<file path="src/rtl/fb_port_arbiter_pkg.sv">
// Shared frame-buffer geometry, arbiter state encoding and EPP register map.
// The RMW merge and range check live here so every user agrees on them.
package fb_port_arbiter_pkg;

    localparam int unsigned WIDTH     = 320;
    localparam int unsigned HEIGHT    = 200;
    localparam int unsigned FB_DEPTH  = WIDTH * HEIGHT / 8;
    localparam int unsigned FB_ADDR_W = 13;
    localparam int unsigned ADDR_W    = FB_ADDR_W;

    localparam logic [FB_ADDR_W-1:0] FB_DEPTH_A = FB_ADDR_W'(FB_DEPTH);

    typedef enum logic [2:0] {
        StIdle  = 3'd0,
        StRd    = 3'd1,
        StRmwRd = 3'd2,
        StRmwWr = 3'd3,
        StWrAck = 3'd4
    } arb_state_e;

    // EPP host register map
    localparam logic [2:0] EPP_REG_CTRL    = 3'd0;
    localparam logic [2:0] EPP_REG_ADDR_LO = 3'd1;
    localparam logic [2:0] EPP_REG_ADDR_HI = 3'd2;
    localparam logic [2:0] EPP_REG_DATA    = 3'd3;
    localparam logic [2:0] EPP_REG_STATUS  = 3'd4;

    function automatic logic addr_in_range(input logic [FB_ADDR_W-1:0] addr);
        return addr < FB_DEPTH_A;
    endfunction

    function automatic logic [7:0] rmw_merge(input logic [7:0] wdata,
                                             input logic [7:0] rdata,
                                             input logic [7:0] mask);
        return (wdata & mask) | (rdata & ~mask);
    endfunction

endpackage

</file>
<file path="src/rtl/fb_port_arbiter_if.sv">
// Requester-side bus of the frame-buffer arbiter: EPP host port and engine port.
// slave = arbiter view, master = requester view.
interface fb_port_arbiter_if;
    import fb_port_arbiter_pkg::*;

    logic              host_req;
    logic              host_we;
    logic [ADDR_W-1:0] host_addr;
    logic [7:0]        host_wdata;
    logic              host_ack;
    logic [7:0]        host_rdata;

    logic              eng_req;
    logic              eng_we;
    logic [ADDR_W-1:0] eng_addr;
    logic [7:0]        eng_wdata;
    logic [7:0]        eng_mask;
    logic              eng_ack;
    logic [7:0]        eng_rdata;

    modport slave (
        input  host_req, host_we, host_addr, host_wdata,
        input  eng_req, eng_we, eng_addr, eng_wdata, eng_mask,
        output host_ack, host_rdata, eng_ack, eng_rdata
    );

    modport master (
        output host_req, host_we, host_addr, host_wdata,
        output eng_req, eng_we, eng_addr, eng_wdata, eng_mask,
        input  host_ack, host_rdata, eng_ack, eng_rdata
    );

endinterface

</file>
<file path="src/rtl/fb_port_arbiter.sv">
// Round-robin arbiter sequencing host and engine accesses to the frame-buffer RAM,
// including masked read-modify-write for partial engine writes.
module fb_port_arbiter
    import fb_port_arbiter_pkg::*;
(
    input  logic              uclk,
    input  logic              rst,
    fb_port_arbiter_if.slave  bus,
    output logic [ADDR_W-1:0] ram_addr,
    output logic              ram_we,
    output logic [7:0]        ram_wdata,
    input  logic [7:0]        ram_rdata,
    output logic              busy
);

    arb_state_e        state_q, state_d;
    logic              phase_q, phase_d;
    logic              sel_eng_q, sel_eng_d;
    logic              oor_q, oor_d;
    logic              last_host_q, last_host_d;
    logic [7:0]        wdata_q, wdata_d;
    logic [7:0]        mask_q, mask_d;
    logic [ADDR_W-1:0] ram_addr_q, ram_addr_d;
    logic              ram_we_q, ram_we_d;
    logic [7:0]        ram_wdata_q, ram_wdata_d;
    logic              host_ack_q, host_ack_d;
    logic              eng_ack_q, eng_ack_d;
    logic [7:0]        host_rdata_q, host_rdata_d;
    logic [7:0]        eng_rdata_q, eng_rdata_d;

    logic              host_ok, eng_ok, pick_eng, g_we;
    logic [ADDR_W-1:0] g_addr;
    logic [7:0]        g_wdata, g_mask, rd_val;

    always_ff @(posedge uclk) begin
        if (rst) begin
            state_q      <= StIdle;
            phase_q      <= 1'b0;
            sel_eng_q    <= 1'b0;
            oor_q        <= 1'b0;
            last_host_q  <= 1'b0;
            wdata_q      <= 8'h00;
            mask_q       <= 8'h00;
            ram_addr_q   <= '0;
            ram_we_q     <= 1'b0;
            ram_wdata_q  <= 8'h00;
            host_ack_q   <= 1'b0;
            eng_ack_q    <= 1'b0;
            host_rdata_q <= 8'h00;
            eng_rdata_q  <= 8'h00;
        end else begin
            state_q      <= state_d;
            phase_q      <= phase_d;
            sel_eng_q    <= sel_eng_d;
            oor_q        <= oor_d;
            last_host_q  <= last_host_d;
            wdata_q      <= wdata_d;
            mask_q       <= mask_d;
            ram_addr_q   <= ram_addr_d;
            ram_we_q     <= ram_we_d;
            ram_wdata_q  <= ram_wdata_d;
            host_ack_q   <= host_ack_d;
            eng_ack_q    <= eng_ack_d;
            host_rdata_q <= host_rdata_d;
            eng_rdata_q  <= eng_rdata_d;
        end
    end

    always_comb begin
        state_d      = state_q;
        phase_d      = phase_q;
        sel_eng_d    = sel_eng_q;
        oor_d        = oor_q;
        last_host_d  = last_host_q;
        wdata_d      = wdata_q;
        mask_d       = mask_q;
        ram_addr_d   = ram_addr_q;
        ram_we_d     = 1'b0;
        ram_wdata_d  = ram_wdata_q;
        host_ack_d   = 1'b0;
        eng_ack_d    = 1'b0;
        host_rdata_d = host_rdata_q;
        eng_rdata_d  = eng_rdata_q;

        // A port showing ack this cycle is masked so a held req is not granted twice.
        host_ok  = bus.host_req & ~host_ack_q;
        eng_ok   = bus.eng_req & ~eng_ack_q;
        pick_eng = eng_ok & (~host_ok | last_host_q);
        g_we     = pick_eng ? bus.eng_we    : bus.host_we;
        g_addr   = pick_eng ? bus.eng_addr  : bus.host_addr;
        g_wdata  = pick_eng ? bus.eng_wdata : bus.host_wdata;
        g_mask   = pick_eng ? bus.eng_mask  : 8'hFF;
        rd_val   = oor_q ? 8'h00 : ram_rdata;

        unique case (state_q)
            StIdle: begin
                if (host_ok | eng_ok) begin
                    last_host_d = ~pick_eng;
                    sel_eng_d   = pick_eng;
                    oor_d       = ~addr_in_range(g_addr);
                    wdata_d     = g_wdata;
                    mask_d      = g_mask;
                    ram_addr_d  = g_addr;
                    phase_d     = 1'b0;
                    if (oor_d || !g_we) begin
                        state_d = StRd;
                    end else if (g_mask == 8'hFF) begin
                        ram_we_d    = 1'b1;
                        ram_wdata_d = g_wdata;
                        state_d     = StWrAck;
                    end else if (g_mask == 8'h00) begin
                        state_d = StWrAck;
                    end else begin
                        state_d = StRmwRd;
                    end
                end
            end
            StRd: begin
                // First cycle waits for the RAM read register, second returns data.
                if (!phase_q) begin
                    phase_d = 1'b1;
                end else begin
                    phase_d = 1'b0;
                    state_d = StIdle;
                    if (sel_eng_q) begin
                        eng_ack_d   = 1'b1;
                        eng_rdata_d = rd_val;
                    end else begin
                        host_ack_d   = 1'b1;
                        host_rdata_d = rd_val;
                    end
                end
            end
            StRmwRd: begin
                state_d = StRmwWr;
            end
            StRmwWr: begin
                ram_we_d    = 1'b1;
                ram_wdata_d = rmw_merge(wdata_q, ram_rdata, mask_q);
                state_d     = StWrAck;
            end
            StWrAck: begin
                state_d    = StIdle;
                host_ack_d = ~sel_eng_q;
                eng_ack_d  = sel_eng_q;
            end
            default: begin
                state_d = StIdle;
            end
        endcase
    end

    assign ram_addr       = ram_addr_q;
    assign ram_we         = ram_we_q;
    assign ram_wdata      = ram_wdata_q;
    assign busy           = (state_q != StIdle);
    assign bus.host_ack   = host_ack_q;
    assign bus.host_rdata = host_rdata_q;
    assign bus.eng_ack    = eng_ack_q;
    assign bus.eng_rdata  = eng_rdata_q;

endmodule

</file>
<file path="src/flat_wrapper.sv">
// flat-port wrapper written by rule: the top's interface ports become plain ports
module fb_port_arbiter_flat import fb_port_arbiter_pkg::*;
  (uclk, rst, ram_addr, ram_we, ram_wdata, ram_rdata, busy, bus_host_req, bus_host_we, bus_host_addr, bus_host_wdata, bus_eng_req, bus_eng_we, bus_eng_addr, bus_eng_wdata, bus_eng_mask, bus_host_ack, bus_host_rdata, bus_eng_ack, bus_eng_rdata);
  fb_port_arbiter_if bus_i ();
  input  logic uclk;
  input  logic rst;
  output logic [ADDR_W-1:0] ram_addr;
  output logic ram_we;
  output logic [7:0] ram_wdata;
  input  logic [7:0] ram_rdata;
  output logic busy;
  input wire logic [$bits(bus_i.host_req)-1:0] bus_host_req;
  input wire logic [$bits(bus_i.host_we)-1:0] bus_host_we;
  input wire logic [$bits(bus_i.host_addr)-1:0] bus_host_addr;
  input wire logic [$bits(bus_i.host_wdata)-1:0] bus_host_wdata;
  input wire logic [$bits(bus_i.eng_req)-1:0] bus_eng_req;
  input wire logic [$bits(bus_i.eng_we)-1:0] bus_eng_we;
  input wire logic [$bits(bus_i.eng_addr)-1:0] bus_eng_addr;
  input wire logic [$bits(bus_i.eng_wdata)-1:0] bus_eng_wdata;
  input wire logic [$bits(bus_i.eng_mask)-1:0] bus_eng_mask;
  output wire logic [$bits(bus_i.host_ack)-1:0] bus_host_ack;
  output wire logic [$bits(bus_i.host_rdata)-1:0] bus_host_rdata;
  output wire logic [$bits(bus_i.eng_ack)-1:0] bus_eng_ack;
  output wire logic [$bits(bus_i.eng_rdata)-1:0] bus_eng_rdata;
  assign bus_i.host_req = bus_host_req;
  assign bus_i.host_we = bus_host_we;
  assign bus_i.host_addr = bus_host_addr;
  assign bus_i.host_wdata = bus_host_wdata;
  assign bus_i.eng_req = bus_eng_req;
  assign bus_i.eng_we = bus_eng_we;
  assign bus_i.eng_addr = bus_eng_addr;
  assign bus_i.eng_wdata = bus_eng_wdata;
  assign bus_i.eng_mask = bus_eng_mask;
  assign bus_host_ack = bus_i.host_ack;
  assign bus_host_rdata = bus_i.host_rdata;
  assign bus_eng_ack = bus_i.eng_ack;
  assign bus_eng_rdata = bus_i.eng_rdata;
  fb_port_arbiter u_core (.uclk(uclk), .rst(rst), .bus(bus_i), .ram_addr(ram_addr), .ram_we(ram_we), .ram_wdata(ram_wdata), .ram_rdata(ram_rdata), .busy(busy));
endmodule
</file>
<file path="config.mk">
export PLATFORM = sky130hd
export DESIGN_NAME = fb_port_arbiter_flat
export DESIGN_NICKNAME = d
export VERILOG_FILES = /design/src/rtl/fb_port_arbiter_pkg.sv /design/src/rtl/fb_port_arbiter_if.sv /design/src/rtl/fb_port_arbiter.sv /design/src/flat_wrapper.sv
export SDC_FILE = /design/constraint.sdc
export NUM_CORES = 1
export LEC_CHECK = 0
export ABC_CLOCK_PERIOD_IN_PS = 5000
export CORE_MARGIN = 2
export CORE_UTILIZATION = 40
export DETAILED_ROUTE_END_ITERATION = 6
export DONT_BUFFER_PORTS = 1
export GPL_TIMING_DRIVEN = 0
export MAX_ROUTING_LAYER = met4
export PLACE_DENSITY = 0.54
export SETUP_SLACK_MARGIN = 0.4
export SYNTH_ARGS = -nofsm -noshare
export SYNTH_HDL_FRONTEND = slang
export SYNTH_SLANG_ARGS = --single-unit
export TNS_END_PERCENT = 20
</file>
<file path="constraint.sdc">
create_clock -name uclk -period 5 [get_ports uclk]
set_clock_uncertainty 0.05 [all_clocks]
set_input_delay 1 -clock uclk [delete_from_list [all_inputs] [get_ports uclk]]
set_output_delay 1 -clock uclk [all_outputs]
set_load 0.03 [all_outputs]
</file>
==> flow_summary.json <==
{
  "die_w_um": 88.9,
  "max_freq_mhz": 436,
  "drc": 0,
  "area_growth_pct": 10.2,
  "cp.arrival_ns": 1.24,
  "clkSinkCount": 63,
  "setup_viol": 0,
  "post_cts_buffers": 0,
  "core_area_sq_mm": 0.00687,
  "globalRoute.totalOverflow": 0,
  "syn-instance-count": 321,
  "power_density_mw_per_mm2": 436,
  "die_h_um": 88.9,
  "ios": 105,
  "rsz0062_at_grt": "false",
  "cts_buffer_depth": 2,
  "endpoint_kind": "output pin",
  "dp.final_hpwl_um": 5630,
  "num_rows": 30,
  "crit_required_ns": 3.95,
  "crit_fanout": 9,
  "dp.cells": 417,
  "hold_buffers": 0,
  "cts.htree.levels": 3,
  "syn_nets": 385,
  "cts_made_buffers": 9,
  "via_per_inst": 5.43,
  "nFillCells": 701,
  "clkLatencyLatePin_ns": 0.34,
  "routedWlPerCell_um": 17.5,
  "grt_pass1_wl_um": 11800,
  "grt_usage": 0.206,
  "dieArea_sq_mm": 0.00790,
  "report.final.slew_viol_count": 0,
  "start_util": 0.419,
  "antenna_found_initial": 0,
  "post-route-min-period_ns": 2.29,
  "place_congestion": 0.779,
  "grt_pass1_vias": 2293,
  "cts-resized-gates": 0,
  "ant_nets": 0,
  "utilization": 0.462,
  "num_antenna_cells": 0,
  "synth-seq-area-share": 0.438,
  "synth-seq-cells": 63,
  "grt_max_degree": 13,
  "ys_warn_count": 0,
  "cts_tree": "built",
  "synth_edf_count": 0,
  "drt_iter0_drc": 112,
  "cap_violations": 0,
  "final_cells": 433,
  "synth_cell_types": 44,
  "root_buffer": "clkbuf_8",
  "min-delay-path-class": "reg2reg",
  "clk_pin_slew_ns": 0.08,
  "drtPass1Iterations": 4,
  "start_kind": "flop",
  "setup-tns-final_ns": 0,
  "wl_um": 7560,
  "final_layout_size_suffix_gt1_frac": 0.175,
  "place_ws_ns": 2.52,
  "num_vias": 2353,
  "netlist_area_sq_mm": 0.00288,
  "timing.final.crit_share": 0.458,
  "worst_slack_ns": 2.71,
  "io_buffers": 0,
  "power.leakage_nw": 1.24,
  "hold_viol_final": 0,
  "worst_slew_pin_slew_ns": 0.921,
  "synth_flop_cell": "dfxtp_1",
  "async_flop_share": 0,
  "nets": 396,
  "avgSynthCellArea_sq_um": 8.98,
  "peakVddDrop_v": 0.000178,
  "relSlewSlack": 0.381,
  "timing_worst_setup_path_type": "reg2out",
  "status": "finished clean"
}
## critical path, cell delays in order, from the launching register on
cell and delay, ns:
dfxtp_1 0.29, buf_2 0.16, or3_4 0.45
## power by group
group / switching [mW] / total [mW] / internal (mW)
registers: 0.113 / 0.683 / 0.569
logic: 0.177 / 0.313 / 0.136
clock network: 0.207 / 0.387 / 0.180
total: 0.497 / 1.38 / 0.885
## cells by family after synthesis
kind of cell / share of synthesized area
AOI/OAI and AO/OA: 0.183
DFF: 0.438
and+or+nand+nor: 0.206
buffers and inverters: 0.0547
muxes: 0.118
## worst paths after layout
| check | depth (start not counted) | slack, ns | startpoint | to |
|---|---|---|---|---|
| setup / recovery | 2 | 2.71 | u_core.state_q[1] | busy |
| hold reg to reg | 2 | 0.45 | u_core.wdata_q[1] | u_core.wdata_q[1] |
| setup reg to reg | 5 | 3.04 | u_core.bus.eng_ack | u_core.ram_addr[9] |
| hold / removal | 2 | 0.45 | u_core.wdata_q[1] | u_core.wdata_q[1] |
## Yosys cell counts, types with 2 or more instances
| cell | instances | area (sq um) |
|---|---|---|
| nand2_1 | 37 | 139 |
| mux2i_1 | 25 | 250 |
| clkbuf_1 | 8 | 30.0 |
| dfxtp_1 | 63 | 1260 |
| nor2b_1 | 8 | 50.1 |
| nor2_1 | 55 | 206 |
| a31o_2 | 8 | 70.1 |
| nand3b_1 | 2 | 15.0 |
| buf_6 | 6 | 67.6 |
| nor4_1 | 3 | 18.8 |
| a311oi_1 | 12 | 105 |
| a211oi_1 | 11 | 82.6 |
| o21ai_1 | 8 | 40.0 |
| nand2b_1 | 3 | 18.8 |
| nand3_1 | 2 | 10.0 |
| mux2_2 | 8 | 90.1 |
| a2111oi_0 | 2 | 17.5 |
| o22ai_1 | 8 | 50.1 |
| o21ai_0 | 5 | 25.0 |
| nand4_1 | 5 | 31.3 |
| a21oi_1 | 14 | 70.1 |
| buf_2 | 6 | 30.0 |
## layer usage
layer	vias to the layer above	track usage	wire length, um
li1	1168	-	-
met1	1089	0.281	3580
met2	87	0.288	3270
met3	9	0.0644	609
met4	0	0.0647	94
met5	-	-	0
## layout by cell type, fill, tap and decap left out, types with 9 or more instances in the layout
cell type	synthesis	routed
a311oi_1	12	12
a211oi_1	11	11
nand2_1	37	37
dfxtp_1	63	63
a21oi_1	14	14
clkbuf_8	0	9
nor2_1	55	55
mux2i_1	25	25
## area by class of cell
cell class	count	area, sq um	area share
multi-input cells	234	1460	0.461
inverters	1	3.75	0.00118
flip-flops and latches	63	1260	0.397
clock buffers	9	124	0.0390
plain buffers	23	154	0.0485
clock inverters	7	48.8	0.0154
well taps	96	120	0.0378
## per-stage QoR
step | hold slack, ns | power (mW) | cell area [sq um]
final | 0.453 | 1.38 | 3170
after detailed placement | 0.445 | 1.01 | 3000
after floorplan | 0.419 | 0.934 | 2880
after global placement | 0.437 | 1.00 | 3000
after CTS | 0.456 | 1.40 | 3170
after global routing | 0.472 | 1.47 | 3170
## registers in the layout, summed over array words and instances (netlist names)
signal and count:
u_core.last_host_q 1, u_core.mask_q 8, u_core.state_q 3, u_core.ram_wdata 8, u_core.bus.host_rdata 8, u_core.bus.eng_ack 1, u_core.bus.host_ack 1, u_core.wdata_q 8
u_core.phase_q 1, u_core.bus.eng_rdata 8, u_core.ram_addr 13, u_core.sel_eng_q 1, u_core.oor_q 1, u_core.ram_we 1
Note: power is estimated with default switching activity, not from simulation.
